$ cat config.mk
export PLATFORM = sky130hd
export DESIGN_NAME = commit_out_unit
export DESIGN_NICKNAME = d
export VERILOG_FILES = /design/src/rtl/commit_out_unit_pkg.sv /design/src/rtl/commit_out_unit_uart_tx.sv /design/src/rtl/commit_out_unit.sv
export SDC_FILE = /design/constraint.sdc
export NUM_CORES = 1
export LEC_CHECK = 0
export CAP_MARGIN = 20
export CORE_MARGIN = 5
export CORE_UTILIZATION = 50
export DETAILED_ROUTE_END_ITERATION = 16
export GPL_ROUTABILITY_DRIVEN = 0
export PLACE_DENSITY = 0.66
export SLEW_MARGIN = 0
export SYNTH_ARGS = -nofsm -noshare
export SYNTH_HDL_FRONTEND = slang
export SYNTH_SLANG_ARGS = --single-unit
$ cat constraint.sdc
create_clock -name clk -period 2.74 [get_ports clk]
set_input_delay 0.548 -clock clk [delete_from_list [all_inputs] [get_ports clk]]
set_output_delay 0.548 -clock clk [all_outputs]
set_load 0.01 [all_outputs]
$ cat src/rtl/commit_out_unit_pkg.sv
// Shared definitions for the OUT-commit UART path: byte width, default sizes
// and the transmitter state encoding.
package commit_out_unit_pkg;

    localparam int DATA_W                 = 8;
    localparam int DEFAULT_OUT_FIFO_WIDTH = 4;
    localparam int UART_CLK_PER_BIT       = 868;

    typedef enum logic [1:0] {
        IDLE,
        START,
        DATA,
        STOP
    } tx_state_t;

endpackage

$ cat src/rtl/commit_out_unit_uart_tx.sv
// 8N1 UART transmitter. Takes a byte whenever start is offered while idle or at
// the end of a stop bit, so queued bytes go out back-to-back without idle gaps.
module uart_tx
    import commit_out_unit_pkg::*;
#(
    parameter int CLK_PER_BIT = UART_CLK_PER_BIT
) (
    input  logic              clk,
    input  logic              reset,
    input  logic              start,
    input  logic [DATA_W-1:0] data,
    output logic              done,
    output logic              busy,
    output logic              txd
);

    localparam int                BAUD_W    = $clog2(CLK_PER_BIT);
    localparam logic [BAUD_W-1:0] BAUD_LAST = BAUD_W'(CLK_PER_BIT - 1);
    localparam int                BIT_W     = $clog2(DATA_W);
    localparam logic [BIT_W-1:0]  BIT_LAST  = BIT_W'(DATA_W - 1);

    tx_state_t         state, state_n;
    logic [BAUD_W-1:0] baud_cnt, baud_n;
    logic [BIT_W-1:0]  bit_cnt, bit_n;
    logic [DATA_W-1:0] shift, shift_n;
    logic              txd_n;
    logic              baud_end;

    assign baud_end = (baud_cnt == BAUD_LAST);
    assign busy     = (state != IDLE);

    always_comb begin
        state_n = state;
        baud_n  = baud_cnt;
        bit_n   = bit_cnt;
        shift_n = shift;
        txd_n   = txd;
        done    = 1'b0;
        case (state)
            IDLE: begin
                txd_n = 1'b1;
                if (start) begin
                    done    = 1'b1;
                    shift_n = data;
                    bit_n   = '0;
                    baud_n  = '0;
                    txd_n   = 1'b0;
                    state_n = START;
                end
            end
            START: begin
                if (baud_end) begin
                    baud_n  = '0;
                    txd_n   = shift[0];
                    state_n = DATA;
                end else begin
                    baud_n = baud_cnt + 1'b1;
                end
            end
            DATA: begin
                if (baud_end) begin
                    baud_n = '0;
                    if (bit_cnt == BIT_LAST) begin
                        txd_n   = 1'b1;
                        state_n = STOP;
                    end else begin
                        shift_n = {1'b0, shift[DATA_W-1:1]};
                        txd_n   = shift[1];
                        bit_n   = bit_cnt + 1'b1;
                    end
                end else begin
                    baud_n = baud_cnt + 1'b1;
                end
            end
            STOP: begin
                if (baud_end) begin
                    baud_n = '0;
                    // Chain straight into the next start bit when more bytes wait.
                    if (start) begin
                        done    = 1'b1;
                        shift_n = data;
                        bit_n   = '0;
                        txd_n   = 1'b0;
                        state_n = START;
                    end else begin
                        txd_n   = 1'b1;
                        state_n = IDLE;
                    end
                end else begin
                    baud_n = baud_cnt + 1'b1;
                end
            end
            default: begin
                txd_n   = 1'b1;
                state_n = IDLE;
            end
        endcase
    end

    always_ff @(posedge clk or posedge reset) begin
        if (reset) begin
            state    <= IDLE;
            baud_cnt <= '0;
            bit_cnt  <= '0;
            txd      <= 1'b1;
        end else begin
            state    <= state_n;
            baud_cnt <= baud_n;
            bit_cnt  <= bit_n;
            txd      <= txd_n;
        end
    end

    always_ff @(posedge clk) begin
        shift <= shift_n;
    end

endmodule

$ cat src/rtl/commit_out_unit.sv
// OUT commit consumer: queues committed bytes in an in-order FIFO and drains
// them onto the UART. Ready depends only on registered pointers.
module commit_out_unit
    import commit_out_unit_pkg::*;
#(
    parameter int OUT_FIFO_WIDTH = DEFAULT_OUT_FIFO_WIDTH,
    parameter int CLK_PER_BIT    = UART_CLK_PER_BIT
) (
    input  logic              clk,
    input  logic              reset,
    input  logic              commit_out_valid,
    output logic              commit_out_ready,
    input  logic [DATA_W-1:0] commit_out_data,
    output logic              txd,
    output logic              tx_busy
);

    localparam int DEPTH = 1 << OUT_FIFO_WIDTH;

    logic [DATA_W-1:0]       mem [DEPTH];
    logic [OUT_FIFO_WIDTH:0] wr_ptr, rd_ptr;
    logic                    full, empty, push, pop, have_data, uart_busy;

    // The extra pointer bit tells a full FIFO apart from an empty one.
    assign empty = (wr_ptr == rd_ptr);
    assign full  = (wr_ptr[OUT_FIFO_WIDTH] != rd_ptr[OUT_FIFO_WIDTH]) &&
                   (wr_ptr[OUT_FIFO_WIDTH-1:0] == rd_ptr[OUT_FIFO_WIDTH-1:0]);

    assign commit_out_ready = !full;
    assign push             = commit_out_valid && !full;
    assign have_data        = !empty;
    assign tx_busy          = have_data || uart_busy;

    always_ff @(posedge clk or posedge reset) begin
        if (reset) begin
            wr_ptr <= '0;
            rd_ptr <= '0;
        end else begin
            if (push) wr_ptr <= wr_ptr + 1'b1;
            if (pop)  rd_ptr <= rd_ptr + 1'b1;
        end
    end

    always_ff @(posedge clk) begin
        if (push) mem[wr_ptr[OUT_FIFO_WIDTH-1:0]] <= commit_out_data;
    end

    uart_tx #(
        .CLK_PER_BIT(CLK_PER_BIT)
    ) u_tx (
        .clk   (clk),
        .reset (reset),
        .start (have_data),
        .data  (mem[rd_ptr[OUT_FIFO_WIDTH-1:0]]),
        .done  (pop),
        .busy  (uart_busy),
        .txd   (txd)
    );

endmodule

==> results by group, run 1 <==
Die
  • Die width: 128 um
  • Die height: approximately 130 um
  • Initial cell density of the core: about half
  • # rows: 43
  • I/O pin count: 14
  • DIE AREA: around 16000 um2
  • Core Box Area: around 14000 um2

Synthesis
  • Synth Net Count: about 440
  • Mean post-synth cell area: 16.6 um2
  • Synth top area share: 58.8%
  • Ys Warns: 0
  • Ranking of synthesized cells by area: edfxtp_1 (59%), mux4_2 (10%), dfrtp_1 (9.0%)
  • Sequential fraction of the synthesis area: 68.2%
  • Main synth FF type: edfxtp_1
  • Post-synth EDFFs: approximately 140
  • Synth area leader: edfxtp_1
  • Post-Syn Area: between 6000 and 7000 um2
  • Netlist cell types: between 50 and 60
  • Synth Instances: ~420
  • Synth async-reset ratio: 16.0%
  • Flops & latches, synth: about 160

Power and ir drop
  • Gate power share: between 30 and 40%
  • Worst vdd ir: around 520 uV
  • PD cells: around 1100 nW/um2
  • Sw frac: roughly a third
  • Seq pwr share: approximately 41%
  • Psw: roughly 2800 uW
  • Int Power: 5650 uW
  • Leakage power: roughly 0.0028 uW
  • Clock Power Share: 25.2%

Finish
  • Design area: approximately 7900 um2
  • NumNets Final: roughly 470
  • Ant. Diodes: 0
  • Most frequent cells in the layout: edfxtp_1 (136), mux4_2 (32), dfrtp_1 (20)
  • Area grow syn2layout: 14.2%
  • Layout cells sized above 1: between 20% and 30%
  • Most common cell after layout, fill and taps aside: edfxtp_1
  • Cell Count, Final, Fillers Out: approximately 640

Clock tree
  • H-tree levels: 4
  • Worst-path clk slew: about 70 ps
  • CTS tree: done
  • Deepest clock path buffer count: 2
  • CTS Buf Count: 17
  • CTS sink count: approximately 160
  • Post-CTS Hold Buffers: 0
  • Clock root buffer master: clkbuf_16
  • Worst-Skew Late Latency: 420 ps

Setup path
  • WS Path Type: reg2out
  • Max incr delay on CP: between 400 and 500 ps
  • R2R Setup Slk: between 300 and 400 ps
  • Crit path arrival time: 2080 ps
  • Worst Path Max Fanout: 5
  • CP max-delay cell: dfrtp_2
  • Critical Path RT: 2190 ps
  • Critical-path cell list: xnor2_2 -> nand4_1 -> nor3_2 -> inv_1 -> clkdlybuf4s50_1
  • Endpoint class of the critical path: output port
  • Startpoint types: flop

Drt
  • DR top layer: met4
  • Routed Antenna Nets: 0
  • Met1 wire length: between 6 and 7 mm
  • Routed vias: between 3000 and 4000
  • DRC viols: 0
  • DR WL/cell: between 20 and 25 um
  • Metal3 WL: 737 um
  • DR pass1 iterations: 4
  • Routed vias/inst: 5.77
  • Number of DRC markers in iteration 0: just under 300
  • Routed wire length: ~14 mm
  • Met2 routed WL: roughly 6.5 mm

Placement
  • Detailed placement HPWL: 8.90 mm
  • Placed insts: between 600 and 700
  • Area after DPL: approximately 7300 um2
  • Port buffer count: 13

GRT
  • Largest net degree at the start of global routing: 35
  • Number of global-route vias before repair: 3740
  • First-pass GRT wire length: 21.9 mm
  • GRT overflow: 0
  • Initial antenna violation count: 0
  • GRT Total Usage: 18.0%

STA
  • Final setup vio count: 0
  • Crit path time final: roughly 2600 ps
  • Final hold slack: between 500 and 600 ps
  • Period utilisation layout: 96.0%
  • Slew HR: between 40% and 50%
  • Fin Setup TNS: 0 ps
  • Clk_skew: between 10 and 15 ps
  • Fin. Hold Viols: 0
  • Fmax: about 380 MHz
  • Worst slew pin tran: around 780 ps
  • Unrepaired setup endpoints after global routing: false
  • Slew Viols, Final: 0

Flow run
  • Max-cap violations: 0

Worst hold path
  • Min-Delay Path Class: reg2reg

Run status
  • Status: finished clean
[Yosys cell counts (all sizes together), types with 8 or more instances]
cell type	count
edfxtp	136
mux4	32
dfrtp	25
and3	17
nor2	17
nand2	16
o21ai	16
ha	14
clkbuf	12
inv	12
nor2b	11
mux2i	10
nand3	10
nor3	10
a21oi	8
a22o	8
buf	8
xnor2	8
[cell type report]
type | instances | area (um2)
clock buffer | 17 | 425
clock inverter | 14 | 108
fill | 1043 | 5800
inverter | 12 | 45.0
multi-input combinational | 223 | 2080
sequential | 162 | 4740
tap | 180 | 225
timing repair buffer | 33 | 293
[logic make-up (layout without fill, tap and decap cells)]
| family | after synthesis | count (layout) | share of synthesized area [%] |
|---|---|---|---|
| compound gates | 54 | 54 | 5.43 |
| fa+ha+maj | 14 | 14 | 2.52 |
| xor+xnor | 14 | 14 | 1.77 |
| simple gates | 95 | 95 | 7.55 |
| buf+inv | 32 | 76 | 2.02 |
| mux | 46 | 46 | 12.5 |
| flops | 162 | 162 | 68.2 |
[per-stage QoR]
step	power (uW)	util [%]	setup slack, ps
finish	8420	57.7	108
global route	8890	57.7	4.06
detailed placement	6270	53.4	331
CTS	8390	57.3	57.5
global placement	6210	53.4	394
floorplan	5440	-	244
[flip-flops by register name (all words and copies together), names as in the netlist]
name / cells
u_tx.txd: 1
mem: 128
u_tx.state: 2
u_tx.bit_cnt: 3
rd_ptr: 5
wr_ptr: 5
u_tx.shift: 8
u_tx.baud_cnt: 10
[routing by layer]
layer / vias up / global-route usage, %
li1: 1703 / -
met1: 1885 / 26.0
met2: 102 / 27.8
met3: 10 / 4.63
met4: 0 / 4.00
met5: - / 0
[power by group through the flow]
stage               clock network (uW)  logic [uW]  registers, uW
finish                            2120        2880           3410
global route                      2280        3160           3450
CTS                               2150        2820           3420
detailed placement                   0        2800           3460
global placement                     0        2770           3450
floorplan                            0        2100           3330
[worst max-delay path: cells and delay by family, from the launching register on]
kind	cells	cell delay, ps
buf+inv	2	530
simple gates	2	480
flops	1	470
xor+xnor	1	180
[worst paths after layout]
path	depth (start not counted)	startpoint	end
max	5	rd_ptr[2]$_DFFE_PP0P_	tx_busy
min	1	u_tx.baud_cnt[6]$_DFFE_PP0P_	u_tx.baud_cnt[6]$_DFFE_PP0P_
max reg2reg	7	u_tx.baud_cnt[0]$_DFFE_PP0P_	u_tx.shift[3]$_DFFE_PP_
min reg2reg	1	u_tx.baud_cnt[6]$_DFFE_PP0P_	u_tx.baud_cnt[6]$_DFFE_PP0P_
max in group asynchronous	3	reset	u_tx.txd$_DFFE_PP1P_
min in group asynchronous	3	reset	u_tx.baud_cnt[5]$_DFFE_PP0P_
[what timing repair did]
item,in CTS,in global routing
pin swaps,0,2
buffers inserted,0,5
gates resized for setup,1,6
endpoints found under the setup margin,1,1
Power figures use the tool's default switching activity.
==> run 2: changes to the inputs <==
--- a/config.mk
+++ b/config.mk
@@ -5,9 +5,11 @@
 export SDC_FILE = /design/constraint.sdc
 export NUM_CORES = 1
 export LEC_CHECK = 0
+export ABC_AREA = 1
 export CAP_MARGIN = 20
 export CORE_MARGIN = 5
 export CORE_UTILIZATION = 50
+export CTS_BUF_LIST = sky130_fd_sc_hd__clkbuf_16
 export DETAILED_ROUTE_END_ITERATION = 16
 export GPL_ROUTABILITY_DRIVEN = 0
 export PLACE_DENSITY = 0.66
==> run 2 against run 1 <==
Combinational power is 75% lower. Wire length up 27%. Synthesized cell count increased by 96%. Clock-buffer cell count is the same. Via count increased by 50%. Sequential cell count unchanged. Die area up 9.4%. Critical endpoint is now commit_out_ready. Largest power group unchanged.
==> results by group, run 2 <==
Run status
  • Status: finished clean

Setup path
  • Critical Path RT: 2190 ps
  • Worst reg-to-reg path cell count: 7
  • Cell repeated most along the worst path: nand2_1
  • Crit path arrival time: ~2000 ps
  • Top delay family on crit path: buffers and inverters
  • Critical-path cell list: inv_2 -> nand2_1 -> nand2_1 -> nor2_4 -> nand3b_2 -> clkdlybuf4s50_1
  • CP max-delay cell: clkdlybuf4s50_1
  • WS Path Type: reg2out
  • Max incr delay on CP: 520 ps
  • Startpoint types: flop
  • Origin of the worst setup path: wr_ptr[3]$_DFFE_PP0P_
  • Endpoint class of the critical path: output port
  • Worst Path Max Fanout: 7
  • CP Depth: 6
  • CP bufs+invs: 2
  • Reg2reg start: u_tx.state[0]$_DFFE_PP0P_

Finish
  • Layout cells sized above 1: a little under a tenth
  • Cell Count, Final, Fillers Out: 1052
  • Final Util: slightly below 60%
  • Most frequent cells in the layout: nand2_1 (325), edfxtp_1 (136), inv_1 (97)
  • Max reg flops: ~130
  • FF+latch area: 4740 um2
  • NumNets Final: 878
  • Area grow syn2layout: 13.7%
  • Fillcell total: roughly 1300
  • Design area: approximately 8700 um2
  • Ant. Diodes: 0
  • Most common cell after layout, fill and taps aside: nand2_1
  • Multi-input gate area: approximately 2400 um2

STA
  • Slew HR: a little over half
  • Worst slew pin tran: roughly 700 ps
  • Fmax: a little under 400 MHz
  • Unrepaired setup endpoints after global routing: false
  • Worst Slack Setup Final: 188 ps
  • Slew Viols, Final: 0
  • Fin. Hold Viols: 0
  • Clk_skew: roughly 15 ps
  • Period utilisation layout: 93.1%
  • Fin Setup TNS: 0 ps
  • Crit path time final: around 2600 ps
  • Final setup vio count: 0

Clock tree
  • Worst-Skew Late Latency: between 400 and 500 ps
  • Deepest clock path buffer count: 2
  • CTS sink count: between 150 and 200
  • Post-CTS setup buffers: 0
  • CTS tree: done
  • Worst-path clk slew: 60 ps
  • CTS Buf Count: 17
  • H-tree levels: 4
  • Clock root buffer master: clkbuf_16

Synthesis
  • Synth top cells by count: nand2_1 (325), edfxtp_1 (136), inv_1 (97), nand3_1 (78), nor2_1 (40)
  • Post-synth EDFFs: approximately 140
  • Netlist cell types: 33
  • Synth top area share: a little over half
  • Ranking of synthesized cells by area: edfxtp_1 (53%), nand2_1 (16%), dfrtp_1 (8.2%)
  • Synth Net Count: ~840
  • Ys Warns: 0
  • Cell with the most instances after synthesis: nand2_1
  • Synth Instances: 819
  • Sequential fraction of the synthesis area: between 60% and 70%
  • Main synth FF type: edfxtp_1
  • Synth async-reset ratio: between 10% and 20%
  • Flops & latches, synth: 162
  • Synth area leader: edfxtp_1
  • Mean post-synth cell area: around 9.3 um2
  • Post-Syn Area: roughly 7600 um2

Worst hold path
  • Hold path depth: 2
  • Worst Hold Launch: u_tx.bit_cnt[1]$_DFFE_PP0P_
  • Min-Delay Path Class: reg2reg

Drt
  • DRC viols: 0
  • Routed vias/inst: between 5 and 6
  • Routed vias: 5536
  • Routed Antenna Nets: 0
  • Routed wire length: about 17 mm
  • Number of DRC markers in iteration 0: approximately 440
  • DR pass1 iterations: 4
  • DR WL/cell: around 16 um

GRT
  • Initial antenna violation count: 0
  • GRT overflow: 0
  • Number of global-route vias before repair: between 5000 and 6000
  • GRT Total Usage: 20.5%
  • First-pass GRT wire length: ~28 mm
  • Largest net degree at the start of global routing: between 60 and 70

Flow run
  • Max-cap violations: 0

Die
  • # rows: 45
  • Die width: around 130 um
  • I/O pin count: 14
  • DIE AREA: around 18000 um2
  • Die height: 134 um
  • Core Box Area: 15100 um2
  • Initial cell density of the core: slightly above 50%

Power and ir drop
  • PD cells: approximately 700 nW/um2
  • Leakage power: 0.00385 uW
  • Worst vdd ir: roughly 570 uV

Placement
  • Worst slack, placed: ~440 ps
  • Placed insts: 1022
  • Port buffer count: 13
  • Detailed placement HPWL: between 10 and 15 mm
  • Area after DPL: 8110 um2
run 2: routing by layer:
| layer | global-route usage (%) | share of wire, % | up-vias |
|---|---|---|---|
| li1 | - | - | 2694 |
| met1 | 29.2 | 46 | 2614 |
| met2 | 31.0 | 45 | 199 |
| met3 | 4.34 | 6.8 | 29 |
| met4 | 7.89 | 2.2 | 0 |
| met5 | 0 | 0 | - |
run 2: repair_timing:
| action | CTS | global route |
|---|---|---|
| pin swaps | 0 | 1 |
| gates resized for setup | 1 | 2 |
| hold buffers | 0 | 0 |
| cloned | 0 | 0 |
| endpoints found under the setup margin | 1 | 2 |
run 2: area by class of cell:
class                   instances  area share [%]
flip-flops and latches        162            54.5
multi-input cells             523            27.4
clock buffers                  17            4.89
inverters                     106            4.58
repair buffers                 43            4.12
well taps                     188            2.71
clock inverters                13            1.84
run 2: tightest hold or removal path: stages, from the launching register on:
cell and delay [ps]:
dfrtp_1 350, nand2_1 60, nand2_1 50
run 2: stage by stage:
step / power (uW) / hold WS, ps
after floorplan: 3460 / 446
after global placement: 3700 / 461
after detailed placement: 3730 / 481
after CTS: 6110 / 488
after global routing: 6340 / 525
final: 6070 / 490
run 2: worst paths after layout:
kind	slack [ps]	to
worst min register to register	490	u_tx.bit_cnt[1]$_DFFE_PP0P_
min in group asynchronous	500	rd_ptr[3]$_DFFE_PP0P_
worst max register to register	390	u_tx.shift[1]$_DFFE_PP_
worst max-delay path	190	commit_out_ready
worst min-delay path	490	u_tx.bit_cnt[1]$_DFFE_PP0P_
max in group asynchronous	1940	u_tx.txd$_DFFE_PP1P_
run 2: power breakdown:
| group | switching, uW | internal [uW] |
|---|---|---|
| logic | 489 | 220 |
| registers | 88.1 | 2900 |
| clock network | 959 | 1420 |
run 2: cell families (layout without fill, tap and decap cells):
group / after synthesis / in the layout / share of synthesized area, %
AND/OR/NAND/NOR: 476 / 476 / 26.1
adder cells (fa/ha/maj): 14 / 14 / 2.29
buffers and inverters: 134 / 179 / 6.92
XOR/XNOR: 9 / 9 / 1.13
AO/OA/AOI/OAI: 24 / 24 / 1.65
flip-flops: 162 / 162 / 61.9
==> run 3: changes to the inputs <==
--- a/config.mk
+++ b/config.mk
@@ -7,12 +7,14 @@
 export LEC_CHECK = 0
 export ABC_AREA = 1
 export CAP_MARGIN = 20
+export CELL_PAD_IN_SITES_DETAIL_PLACEMENT = 0
+export CELL_PAD_IN_SITES_GLOBAL_PLACEMENT = 1
 export CORE_MARGIN = 5
-export CORE_UTILIZATION = 50
+export CORE_UTILIZATION = 49
 export CTS_BUF_LIST = sky130_fd_sc_hd__clkbuf_16
 export DETAILED_ROUTE_END_ITERATION = 16
 export GPL_ROUTABILITY_DRIVEN = 0
-export PLACE_DENSITY = 0.66
+export PLACE_DENSITY_LB_ADDON = 0.1
 export SLEW_MARGIN = 0
 export SYNTH_ARGS = -nofsm -noshare
 export SYNTH_HDL_FRONTEND = slang
==> run 3 against run 2 <==
Cell area about the same. Clock power down 2%. Global-route usage down 0.30 points. Maximum frequency down 3.1%. Sequential share of layout area about the same. Total power down 0.53%. Clock skew down 7.7 ps. Non-clock buffer count down 3. Critical endpoint is now tx_busy. Sequential power about the same. Setup slack worse by 82 ps. First-iteration DRC count up 33%.
==> results by group, run 3 (synthesis gave the netlist of run 2 again) <==
Placement
  • Placed insts: around 1000
  • Detailed placement HPWL: 11.7 mm
  • Port buffer count: 13

Clock tree
  • CTS tree: done
  • CTS sink count: between 150 and 200
  • CTS Buf Count: 17
  • Post-CTS Hold Buffers: 0
  • Worst-path clk slew: roughly 60 ps
  • H-tree levels: 4
  • Deepest clock path buffer count: 2
  • Clock root buffer master: clkbuf_16
  • Worst-Skew Late Latency: 430 ps

GRT
  • Largest net degree at the start of global routing: 66
  • GRT overflow: 0
  • First-pass GRT wire length: between 20 and 30 mm
  • GRT Total Usage: around 20%
  • Number of global-route vias before repair: 5048
  • Initial antenna violation count: 0

Run status
  • Status: finished clean

Drt
  • DR WL/cell: roughly 16 um
  • Routed wire length: approximately 17 mm
  • Routed Antenna Nets: 0
  • DR pass1 iterations: 7
  • DRC viols: 0
  • Routed vias: 5321
  • Number of DRC markers in iteration 0: 589
  • Routed vias/inst: between 4 and 5

Setup path
  • CP Depth: 6
  • Top delay family on crit path: buffers and inverters
  • CP max-delay cell: clkdlybuf4s50_1
  • Cell repeated most along the worst path: nand2_1
  • Critical Path RT: about 2200 ps
  • CP bufs+invs: 2
  • Origin of the worst setup path: rd_ptr[2]$_DFFE_PP0P_
  • R2R Setup Slk: between 300 and 400 ps
  • Endpoint class of the critical path: output port
  • Crit path arrival time: roughly 2100 ps
  • Startpoint types: flop
  • Worst reg-to-reg path cell count: 8
  • Reg2reg start: rd_ptr[3]$_DFFE_PP0P_
  • Critical-path cell list: buf_4 -> nand2_1 -> nand2_1 -> nor2_4 -> nand4_1 -> clkdlybuf4s50_1
  • WS Path Type: reg2out
  • Max incr delay on CP: 510 ps
  • Worst Path Max Fanout: 10

Finish
  • Ant. Diodes: 0
  • Final Util: between 50 and 60%
  • Most frequent cells in the layout: nand2_1 (325), edfxtp_1 (136), inv_1 (98)
  • Fillcell total: roughly 1300
  • Area grow syn2layout: 13.7%
  • Cell Count, Final, Fillers Out: 1074
  • NumNets Final: about 880
  • Layout cells sized above 1: 8.92%
  • Most common cell after layout, fill and taps aside: nand2_1
  • Max reg flops: 128

STA
  • Fmax: 380 MHz
  • Worst slew pin tran: approximately 900 ps
  • Period utilisation layout: 96.1%
  • Crit path time final: 2630 ps
  • Slew Viols, Final: 0
  • Fin Setup TNS: 0 ps
  • Slew HR: between 40% and 50%
  • Unrepaired setup endpoints after global routing: false
  • Final setup vio count: 0
  • Fin. Hold Viols: 0
  • Clk_skew: 7.75 ps

Die
  • Initial cell density of the core: roughly 50%
  • Core Box Area: roughly 15000 um2
  • # rows: 45
  • Die height: roughly 130 um
  • I/O pin count: 14
  • Die width: ~130 um
  • DIE AREA: 18200 um2

Worst hold path
  • Worst Hold Launch: u_tx.bit_cnt[2]$_DFFE_PP0P_
  • Hold path depth: 2
  • Min-Delay Path Class: reg2reg

Power and ir drop
  • Worst vdd ir: between 600 and 700 uV
  • PD cells: between 600 and 700 nW/um2
  • Leakage power: roughly 0.0038 uW

Flow run
  • Max-cap violations: 0
==> run 3: changes by cell type in the layout (fill, tap and decap cells not counted), sizes merged <==
cell	delta
buf	-3
clkinvlp	-2
dlymetal6s2s	-1
clkdlybuf4s50	+1
bufinv	-1
clkinv	+3
inv	+2
==> run 3: what timing repair did <==
item / 4_1_cts / 5_1_grt
setup buffers: 1 / 0
pin swaps: 1 / 0
setup endpoints to repair: 1 / 2
gates resized for setup: 0 / 1
==> run 3: tightest hold or removal path: stages (launching register included) <==
cell and delay [ps]:
dfrtp_1 350, nand2_1 50, nand2_1 40
==> run 3: cell type report <==
class | count | area [um2] | share of cell area, %
multi-input cells | 523 | 2380 | 27.4
inverters | 106 | 398 | 4.58
clock inverters | 15 | 155 | 1.78
repair buffers | 40 | 333 | 3.83
clock buffers | 17 | 425 | 4.89
flip-flops and latches | 162 | 4740 | 54.5
well taps | 211 | 264 | 3.04
==> run 3: report_power, final <==
group / internal, uW / switching [uW] / total [uW]
Clock: 1350 / 993 / 2340
Sequential: 2900 / 84.2 / 2980
Combinational: 214 / 505 / 719
==> run 3: final timing paths <==
path,end
min reg2reg,u_tx.bit_cnt[2]$_DFFE_PP0P_
max in group asynchronous,u_tx.baud_cnt[7]$_DFFE_PP0P_
min,u_tx.bit_cnt[2]$_DFFE_PP0P_
max reg2reg,mem[1][3]$_DFFE_PP_
min in group asynchronous,u_tx.state[0]$_DFFE_PP0P_
max,tx_busy
==> run 3: metrics by stage <==
step / total power, uW / setup WS (ps) / cell area (um2) / hold slack (ps)
after global routing: 6290 / 18.1 / 8690 / 519
after floorplan: 3460 / 591 / 7650 / 446
after CTS: 6080 / 65.6 / 8690 / 486
after global placement: 3740 / 295 / 8110 / 461
after detailed placement: 3750 / 320 / 8110 / 470
final: 6040 / 106 / 8690 / 480
==> run 3: routing by layer <==
metal  GRT usage, %  vias up  wire length [um]
met5              0        -                 0
met4           6.17        0               242
met3           3.91       24               924
met2           31.7      131              8020
met1           28.7     2469              8020
li1               -     2697                 -
==> edit 1 (config.mk and constraints of run 2) <==
Set the package constant `DATA_W` to 4 (it was 8).
--- a/src/rtl/commit_out_unit_pkg.sv
+++ b/src/rtl/commit_out_unit_pkg.sv
@@ -3,5 +3,5 @@
 package commit_out_unit_pkg;
 
-    localparam int DATA_W                 = 8;
+    localparam int DATA_W                 = 4;
     localparam int DEFAULT_OUT_FIFO_WIDTH = 4;
     localparam int UART_CLK_PER_BIT       = 868;
Ports: changed (resized commit_out_data); port bits go from 14 to 10. No check against the original RTL was run, so the function may have changed too.
==> edit 1 against run 2 <==
Routed wire length down 46%; die area shrank 39%; hold slack lost 0.0047 ns; power fell by 44%; design area down 43%; setup slack got worse by 0.029 ns; global-route usage decreased by 2.9 points; critical path depth unchanged; final cell count decreased by 43%; sequential cell count decreased by 69; area after synthesis down 41%; largest power group unchanged.
==> edit 1: results (changes against run 2) <==
| Metric | Value |
|---|---|
| Fill count | 742 (-43%) |
| Antenna violations before repair | 0 (unchanged) |
| Hold depth | 2 (unchanged) |
| Buffers on Ports | 9 (-4) |
| Most frequent cells after synthesis | nand2_1 (101), nor2_1 (97), edfxtp_1 (68) |
| Seq/Total Area, Yosys | 59.4% (-2.5 points) |
| Logic pwr share | 13.7% (+2.0 points) |
| Net Count, Synth | 489 (-42%) |
| Maximum VDD drop | 0.418 mV (-26%) |
| R2R depth | 9 (+2) |
| Switching share of power | 27.4% (+2.1 points) |
| R2r setup slk | 0.58 ns (+0.19 ns) |
| Largest net degree at the start of global routing | 34 (-48%) |
| Vias per cell | 5.31 (+0.88%) |
| Share of layout cells above drive strength 1 | 9.43% (+0.40 points) |
| Max Buffers Root-to-Sink | 2 (unchanged) |
| Largest register FFs | 64 (-50%) |
| Yosys warnings | 0 (unchanged) |
| Seq power | 0.00172 W (-42%) |
| HP Start | u_tx.txd |
| Post-synth EDFFs | 68 (-50%) |
| Total power | 0.00343 W (-44%) |
| Total CTS buffers | 9 (-8) |
| Global-route usage over all layers | 17.6% (-2.9 points) |
| FFs w/ async S/R, synth | 26.9% (+11 points) |
| Postcts setup bufs | 0 (unchanged) |
| Clock Skew | 0.00895 ns (-0.00650 ns) |
| Post-CTS sizing | 0 (-1) |
| 1st-pass router iterations | 4 (unchanged) |
| Hold Crit Class | reg -> reg |
| Synth Flop Type | edfxtp_1 |
| Hold EP | u_tx.txd |
| Crit Path Max Fanout | 12 (+5) |
| Slew Limit Headroom | 57.0% (+4.0 points) |
| Worst r2r dst | mem[9][1] |
| Critical path arrival | 2.03 ns (+0.03 ns) |
| P_leak | 2.04 nW (-47%) |
| Fin nets | 503 (-43%) |
| Status | completed |
| Clock latency on the worst-skew pair | 0.34 ns (-0.09 ns) |
| H-tree lvl count | 3 (-1) |
| Clock Pin Slew Worst Setup and Hold Paths | 0.07 ns |
| CTS Root Buffer Type | clkbuf_16 |
| DP HPWL | 6460 µm (-44%) |
| Distinct cells, synth | 33 (unchanged) |
| Pre-CTS WS | 0.532 ns (+0.0883 ns) |
| Area after DPL | 4690 µm² (-42%) |
| Synth-to-layout area growth | 11.2% |
| Iter 0 DRT Violations | 234 (-47%) |
| First-pass GRT wire length | 15500 µm (-45%) |
| Area contributors post-synth | edfxtp_1 (45%), dfrtp_1 (13%), nand2_1 (8.4%), nor2_1 (8.1%), o21ai_0 (4.2%) |
| Diode count | 0 (unchanged) |
| RR Startpoint | rd_ptr[2] |
| WL per Instance | 15.4 µm (-5.1%) |
| Number of global-route vias before repair | 3122 (-42%) |
| Max incr delay on CP | 0.57 ns (+0.05 ns) |
| Slowest cell on crit path | dfrtp_1 |
edit 1: per-stage QoR:
stage / hold WS [ns] / cells
after global routing: 0.540 / 596
after CTS: 0.491 / 596
after global placement: 0.464 / 580
final: 0.485 / 596
after floorplan: 0.446 / 469
after detailed placement: 0.481 / 580
edit 1: cells by family after synthesis:
logic type	after synthesis	synth area share [%]
compound gates	57	6.88
xor+xnor	7	1.37
fa+ha+maj	13	3.62
simple gates	252	24.1
buf+inv	47	4.60
flops	93	59.4
edit 1: worst max path at each step:
stage | startpoint | to | slack, ns
floorplan | rd_ptr[1] | mem[0][0] | 0.93
global placement | rd_ptr[2] | tx_busy | 0.55
detailed placement | rd_ptr[2] | tx_busy | 0.53
CTS | rd_ptr[2] | commit_out_ready | 0.16
global route | rd_ptr[2] | commit_out_ready | 0.002
finish | rd_ptr[2] | commit_out_ready | 0.16
edit 1: cell type report:
cell class | instances | share of cell area, %
repair buffers | 16 | 2.86
clock buffers | 9 | 4.51
multi-input cells | 329 | 32.3
well taps | 108 | 2.71
flip-flops and latches | 93 | 53.4
inverters | 34 | 2.66
clock inverters | 7 | 1.50
edit 1: per-layer routing:
layer / part of all wire, % / vias up / track usage (%)
met3: 3.2 / 10 / 3.02
met2: 50 / 54 / 28.9
met1: 46 / 1511 / 24.0
met5: 0 / - / 0
li1: - / 1589 / -
met4: 1.4 / 0 / 5.57
edit 1: critical path: cells and delay by family, from the launching register on:
kind,cells,cell delay (ns)
buffers and inverters,2,0.66
and+or+nand+nor,4,0.45
DFF,1,0.57
==> edit 2 (config.mk and constraints of run 2) <==
Without the edit above. Reset style: synchronous (`reset`), changed in 2 clocked blocks.
--- a/src/rtl/commit_out_unit_uart_tx.sv
+++ b/src/rtl/commit_out_unit_uart_tx.sv
@@ -98,5 +98,5 @@
     end
 
-    always_ff @(posedge clk or posedge reset) begin
+    always_ff @(posedge clk) begin
         if (reset) begin
             state    <= IDLE;
--- a/src/rtl/commit_out_unit.sv
+++ b/src/rtl/commit_out_unit.sv
@@ -32,5 +32,5 @@
     assign tx_busy          = have_data || uart_busy;
 
-    always_ff @(posedge clk or posedge reset) begin
+    always_ff @(posedge clk) begin
         if (reset) begin
             wr_ptr <= '0;
Function: differs if reset is asserted again (counterexample within 4 cycles, from zero or initial values and one cycle with reset high); with reset held inactive, the same outputs for 10 cycles.
==> edit 2 against run 2 <==
Area after synthesis decreased by 5.8%; first-iteration DRC count down 11%; setup slack gained 0.011 ns; sequential cell count is 4 higher; count of clock-buffer cells in the layout is the same; routed wire length decreased by 11%; non-clock buffer count down 8; design area decreased by 6.0%.
Power is not compared: it rests on default switching activity, and its combinational part moved more than twofold at a synthesized area within 25%.
==> edit 2: results (changes against run 2) <==
| Metric | Value |
|---|---|
| First-pass GRT wire length | 25100 µm (-11%) |
| Area contributors post-synth | edfxtp_1 (57%), dfxtp_1 (8.3%), nor2_1 (6.6%), o21ai_0 (5.2%), nand2_1 (4.9%) |
| Pre-CTS WS | 0.626 ns (+0.182 ns) |
| Global-route usage over all layers | 19.6% (-0.92 points) |
| CP endpoint | tx_busy |
| Clock Skew | 0.00741 ns (-0.00803 ns) |
| Fin crit share | 92.7% (-0.41 points) |
| Vias per cell | 5.44 (+3.4%) |
| Seq/Total Area, Yosys | 65.0% (+3.1 points) |
| HP Start | u_tx.bit_cnt[2] |
| Most frequent cells after synthesis | edfxtp_1 (136), nor2_1 (126), nand2_1 (94) |
| Worst r2r dst | u_tx.shift[1] |
| Post-CTS sizing | 0 (-1) |
| Yosys warnings | 0 (unchanged) |
| Critical path arrival | 1.99 ns |
| Status | completed |
| Mapped Cells | 667 (-19%) |
| CP top delay family | buffers and inverters |
| DP Cell Count | 855 (-16%) |
| Iter 0 DRT Violations | 393 (-11%) |
| Pwr dens | between 900 and 1000 nW/µm² |
| Routed wl met3 | 646 µm (-44%) |
| Number of global-route vias before repair | 4734 (-11%) |
| Routed wl met2 | 7290 µm (-5.7%) |
| Area after DPL | 7600 µm² (-6.2%) |
| Routed Wire Length | 15300 µm (-11%) |
| Measured slew at the worst slew-check pin | 0.669 ns (-0.0339 ns) |
| Distinct cells, synth | 38 (+15%) |
| FFs w/ async S/R, synth | 0% (-16 points) |
| Layout Cells excl Fill | 887 (-16%) |
| Fill count | 1173 (-9.7%) |
| Cell area after layout | 8170 µm² (-6.0%) |
| Fin nets | 718 (-18%) |
| Share of layout cells above drive strength 1 | 9.62% (+0.59 points) |
| DP HPWL | 9820 µm (-15%) |
| Net Count, Synth | 691 (-18%) |
-- edit 2: changes by cell type in the layout (fill, tap and decap cells not counted), sizes merged, moves of 28 or more --
cell    delta
nand2    -226
inv       -70
o21ai     +58
nor2      +85
nand3     -40
o211ai    +28
dfxtp     +30
-- edit 2: how the worst min path moves through the flow --
stage / endpoint / slack [ns]
floorplan: u_tx.bit_cnt[1] / 0.44
global placement: u_tx.bit_cnt[1] / 0.45
detailed placement: u_tx.bit_cnt[2] / 0.47
CTS: u_tx.bit_cnt[2] / 0.48
global route: u_tx.bit_cnt[2] / 0.49
finish: u_tx.bit_cnt[2] / 0.47
-- edit 2: cell type report --
class	count	area share [%]
flip-flops and latches	166	57.3
multi-input cells	436	27.6
clock buffers	17	5.21
repair buffers	35	3.61
well taps	180	2.76
clock inverters	15	1.76
inverters	38	1.75
-- edit 2: cells by family (layout without fill, tap and decap cells) --
group	Yosys count	count (layout)	share of synthesized area [%]
flip-flops	166	166	65.0
AND/OR/NAND/NOR	278	278	17.1
buffers and inverters	65	105	3.67
adder cells (fa/ha/maj)	13	13	2.26
AO/OA/AOI/OAI	139	139	11.0
XOR/XNOR	6	6	0.990
-- edit 2: per-layer routing --
metal	GRT usage, %	vias up
met5	0	-
met4	6.36	0
met3	3.64	20
met2	30.8	121
met1	27.7	2299
li1	-	2388
-- edit 2: where the power goes --
part / internal, W / total (W) / switching, W
registers: 0.00295 / 0.00304 / 0.0000936
clock network: 0.00140 / 0.00230 / 0.000896
logic: 0.000670 / 0.00217 / 0.00150
-- edit 2: worst min-delay path, delay by kind of cell (launching register included) --
kind | cells | cell delay (ns)
DFF | 1 | 0.31
and+or+nand+nor | 1 | 0.06
AOI/OAI and AO/OA | 1 | 0.05
